$ cat src/rtl/mmio_responder.sv
// mmio_responder: memory-mapped responder beside dmem. Provides a store-to-stream
// TX FIFO, a status/control register and a free-running 32-bit cycle timer.
// Register map (offset DataAdr[3:2]): 0 TXDATA, 1 STATUS, 2 TIMER, 3 reserved.
module mmio_responder #(
    parameter logic [31:0] BASE_ADDR  = 32'h0000_0200,
    parameter int          FIFO_DEPTH = 4
) (
    input  logic        clk,
    input  logic        reset_n,
    input  logic        MemWrite,
    input  logic [31:0] DataAdr,
    input  logic [31:0] WriteData,
    output logic [31:0] ReadData,
    output logic        hit,
    output logic        out_valid,
    output logic [31:0] out_data,
    input  logic        out_ready
);

    localparam int AW = (FIFO_DEPTH > 1) ? $clog2(FIFO_DEPTH) : 1;
    localparam int CW = AW + 1;
    localparam logic [CW-1:0] DEPTH_C = CW'(FIFO_DEPTH);

    typedef enum logic [1:0] {
        REG_TXDATA = 2'd0,
        REG_STATUS = 2'd1,
        REG_TIMER  = 2'd2,
        REG_RSVD   = 2'd3
    } reg_sel_e;

    logic [31:0]   mem [FIFO_DEPTH];
    logic [AW-1:0] wr_ptr;
    logic [AW-1:0] rd_ptr;
    logic [CW-1:0] count;
    logic [CW-1:0] count_next;
    logic [4:0]    count_ext;
    logic          ovf;
    logic          valid_q;
    logic [31:0]   timer;

    reg_sel_e      sel;
    logic          wr_hit;
    logic          push_req;
    logic          push_ok;
    logic          pop;
    logic          full;
    logic          empty;
    logic          ovf_clr;
    logic          timer_load;
    logic          unused_addr_bits;

    // Byte-lane bits carry no meaning on this word-only interface.
    assign unused_addr_bits = ^DataAdr[1:0];

    assign sel        = reg_sel_e'(DataAdr[3:2]);
    assign hit        = (DataAdr[31:4] == BASE_ADDR[31:4]);
    assign wr_hit     = MemWrite && hit;
    assign empty      = (count == '0);
    assign full       = (count == DEPTH_C);
    assign push_req   = wr_hit && (sel == REG_TXDATA);
    // Acceptance uses the pre-edge count: a pop on the same edge does not free a slot.
    assign push_ok    = push_req && !full;
    assign pop        = valid_q && out_ready;
    assign ovf_clr    = wr_hit && (sel == REG_STATUS) && WriteData[2];
    assign timer_load = wr_hit && (sel == REG_TIMER);
    assign count_next = count + CW'(push_ok) - CW'(pop);
    assign count_ext  = 5'(count);

    assign out_valid  = valid_q;
    // Head is masked while empty so stale storage never leaks onto the stream.
    assign out_data   = valid_q ? mem[rd_ptr] : '0;

    // FIFO storage write on accepted push.
    // NOTE: the data array has no reset; every entry is written before out_valid can expose it.
    always_ff @(posedge clk) begin
        if (push_ok) begin
            mem[wr_ptr] <= WriteData;
        end
    end

    // FIFO pointers, occupancy, registered valid and sticky overflow flag.
    // NOTE: sequential state uses non-blocking assignments so all registers update from pre-edge values.
    always_ff @(posedge clk or negedge reset_n) begin
        if (!reset_n) begin
            wr_ptr  <= '0;
            rd_ptr  <= '0;
            count   <= '0;
            valid_q <= 1'b0;
            ovf     <= 1'b0;
        end else begin
            if (push_ok) begin
                wr_ptr <= wr_ptr + 1'b1;
            end
            if (pop) begin
                rd_ptr <= rd_ptr + 1'b1;
            end
            count   <= count_next;
            valid_q <= (count_next != '0);
            // Set has priority over a same-edge clear.
            if (push_req && full) begin
                ovf <= 1'b1;
            end else if (ovf_clr) begin
                ovf <= 1'b0;
            end
        end
    end

    // Free-running cycle timer; a store loads it in place of the increment.
    always_ff @(posedge clk or negedge reset_n) begin
        if (!reset_n) begin
            timer <= '0;
        end else if (timer_load) begin
            timer <= WriteData;
        end else begin
            timer <= timer + 32'd1;
        end
    end

    // Combinational load data; reads have no side effects.
    // NOTE: ReadData is defaulted before the case so no path can infer a latch.
    always_comb begin
        ReadData = '0;
        if (hit) begin
            case (sel)
                REG_STATUS: ReadData = {24'b0, count_ext[3:0], 1'b0, ovf, full, empty};
                REG_TIMER:  ReadData = timer;
                default:    ReadData = '0;
            endcase
        end
    end

endmodule

$ cat config.mk
export PLATFORM = sky130hd
export DESIGN_NAME = mmio_responder
export DESIGN_NICKNAME = d
export VERILOG_FILES = /design/src/rtl/mmio_responder.sv
export SDC_FILE = /design/constraint.sdc
export NUM_CORES = 1
export LEC_CHECK = 0
export CAP_MARGIN = 10
export CORE_ASPECT_RATIO = 0.9
export CORE_MARGIN = 1.5
export CORE_UTILIZATION = 25
export CTS_CLUSTER_SIZE = 30
export DETAILED_ROUTE_END_ITERATION = 8
export PLACE_DENSITY = 0.42
export SETUP_SLACK_MARGIN = 0.5
export SLEW_MARGIN = 20
export SYNTH_ARGS = -nofsm -noshare
export SYNTH_HDL_FRONTEND = slang
export SYNTH_SLANG_ARGS = --single-unit
$ cat constraint.sdc
create_clock -name clk -period 2.7 [get_ports clk]
set_input_delay 0.405 -clock clk [delete_from_list [all_inputs] [get_ports clk]]
set_output_delay 0.405 -clock clk [all_outputs]
set_load 0.005 [all_outputs]
==> run_results.csv <==
group,metric,value,unit
worst_setup_path,required,2.30,ns
drt,drt_iter0_drc,299,
cells_and_area,stdcell_area,11400,um^2
worst_setup_path,path_common_cell,"buf_6",
worst_setup_path,crit_fanout,6,
synthesis,synthArstFlopShare,24.3,%
drt,drc,0,
cts,clk_latency,0.43,ns
power,power.leakage,0.00426,uW
synthesis,syn_area_per_cell,15.0,um^2
placed_design,hpwl,13600,um
power,powerDensity,738,nW/um^2
timing,timing.slew.headroom,62.8,%
global_route,gr-usage-all-layers,14.6,%
synthesis,synth-seq-cells,169,
synthesis,syn_nets,575,
die,core_area,29100,um^2
worst_setup_path,r2r_setup_slack,0.33,ns
power,ir_drop,0.412,mV
cells_and_area,n_antenna_cell,0,
cts,clk_pin_slew,0.07,ns
die,row_count,59,
worst_setup_path,cp.arrival,2.13,ns
drt,drt_first_pass_iters,5,
worst_setup_path,r2r-end,"mem[3][14]",
run,drv_cap,0,
synthesis,syn_inst,496,
cts,clock-sinks,169,
worst_setup_path,reg2reg_depth,13,
timing,maxSlewViolCount,0,
global_route,antenna_found_initial,0,
cts,cts_tree,"yes",
global_route,overflow,0,
drt,wirelength,22800,um
cells_and_area,areaGrowthSynthToFinish,53.2,%
cells_and_area,drive_gt1_share,47.0,%
worst_setup_path,critPathLaunchType,"primary input",
worst_setup_path,worstPathCellList,"clkdlybuf4s15_2, nor4_2, nand3_1, nor2_2, buf_4, buf_6, buf_6, buf_6, buf_6, buf_16, buf_6, and3_4, buf_6",
die,die_h,167,um
synthesis,syn_area,7430,um^2
drt,vias,5076,
timing,worst_slew_pin_slew,0.556,ns
die,ios,134,
timing,hold_viol_final,0,
timing,post-route-min-period,2.53,ns
cts,clk_path_buf_depth,2,
cts,htree_levels,4,
synthesis,synth_edf_count,128,
placed_design,place.gp.congestion,0.758,
timing,clock.fmax,395,MHz
synthesis,yosys_most_used_dff,"edfxtp_1",
cts,numCtsBuffers,17,
global_route,grt_pass1_wl,32800,um
worst_setup_path,slowest_delay,0.21,ns
placed_design,dpl_cell_area,9470,um^2
worst_setup_path,end_kind,"primary output",
cells_and_area,layout.cells.most_common,"edfxtp_1",
die,die_area,30800,um^2
drt,vias_per_cell,4.50,
die,start_util,25.5,%
timing,setup_slack,0.170,ns
hold_path,hp-class,"in2async",
worst_setup_path,r2r_start,"count[0]",
drt,ant_nets,0,
timing,post-route-period-util,93.7,%
die,die_w,185,um
worst_setup_path,cp_slowest_cell,"nor4_2",
placed_design,dp_slack,-0.442,ns
global_route,grt_start_max_net_pins,35,
timing,clock_skew,0.00904,ns
synthesis,yosysWarnings,0,
synthesis,ys_seq_area_share,65.5,%
timing,setup_viol,0,
cts,root_buffer,"clkbuf_16",
cells_and_area,final_cell_mix,"edfxtp_1, buf_6, dfrtp_1, clkdlybuf4s50_1",
cells_and_area,nNetsFinal,798,
placed_design,portBuffers,131,
status,status,"finished clean",
synthesis,synth.distinct_cells,37,
worst_setup_path,path_buf_inv,9,
worst_setup_path,crit_type,"in2out",
global_route,grt_pass1_vias,5294,
drt,post_drt_wl_per_cell,20.2,um
timing,rsz0062_at_grt,"yes",
worst_setup_path,cpLargestDelayFamily,"buffers and inverters",
[metrics by stage]
stage,hold WS (ns),setup TNS [ns],power [uW],instances,util (%)
finish,0.444,0,8400,1128,39.1
floorplan,0.109,0,3950,496,-
global placement,0.352,-9.52,4940,1027,32.6
CTS,0.444,0,8210,1108,37.6
detailed placement,0.348,-12.22,4950,1027,32.6
global route,0.470,0,8760,1128,39.1
[Yosys cell counts, drive strengths merged (4+ instances only)]
cell    count  area [um^2]
nand2       9         33.8
a22oi       4         30.0
xnor2      13          114
nand4      10         62.6
dfrtp      41         1030
mux4       32          721
and2       37          231
nor4       10         62.6
ha         10          125
clkbuf     15         56.3
and4        4         35.0
inv        13         48.8
a21oi      29          153
nor2       43          169
edfxtp    128         3840
xor2       20          175
nand3      17         85.1
buf        12          104
and3       29          181
[what timing repair did]
item                                    in CTS  in global routing
hold buffers                                 1                  0
buffers inserted                            41                 13
pin swaps                                   21                 13
endpoints found under the hold margin       13                  0
gates resized for setup                    493                 61
endpoints found under the setup margin     101                201
cloned                                       7                  7
[worst max-delay path by stage]
stage	endpoint	start	cells past startpoint	slack, ns
floorplan	out_valid	DataAdr[11]	11	0.03
global placement	out_valid	DataAdr[5]	11	-0.35
detailed placement	out_valid	DataAdr[11]	11	-0.44
CTS	out_data[30]	rd_ptr[0]	7	0.20
global route	ReadData[24]	DataAdr[10]	13	0.11
finish	ReadData[24]	DataAdr[31]	13	0.17
[kinds of logic (layout without fill, tap and decap cells)]
family / Yosys count / count (layout) / synth area share, %
multiplexers: 34 / 34 / 10.1
flip-flops: 169 / 169 / 65.5
AO/OA/AOI/OAI: 40 / 40 / 3.12
adder cells (fa/ha/maj): 11 / 11 / 1.95
AND/OR/NAND/NOR: 169 / 169 / 12.6
XOR/XNOR: 33 / 33 / 3.89
buffers and inverters: 40 / 276 / 2.81
[area by class of cell]
type	count	area (um^2)
timing repair buffer	231	2680
multi-input combinational	287	2720
fill	2788	17700
inverter	13	48.8
tap	396	495
clock inverter	14	140
sequential	169	4870
clock buffer	18	429
[power breakdown]
group          leakage (uW)  switching, uW  internal (uW)  total, uW
registers           0.00168           60.7           2850       2910
logic               0.00232           1080           2020       3100
clock network      0.000263           1090           1290       2390
total               0.00426           2230           6170       8400
[routing by layer]
layer	GRT usage (%)	wire, um	vias to the layer above	part of all wire, %
li1	-	-	2315	-
met4	3.29	179	0	0.79
met1	20.6	10700	2602	47
met5	0	0	-	0
met2	22.9	10800	144	48
met3	3.19	1070	15	4.7
[flip-flops by register name, summed over array words and instances (netlist names)]
| name | count |
|---|---|
| out_valid | 1 |
| rd_ptr | 2 |
| count | 3 |
| timer | 32 |
| ovf | 1 |
| mem | 128 |
| wr_ptr | 2 |
Note: power is estimated with default switching activity, not from simulation.
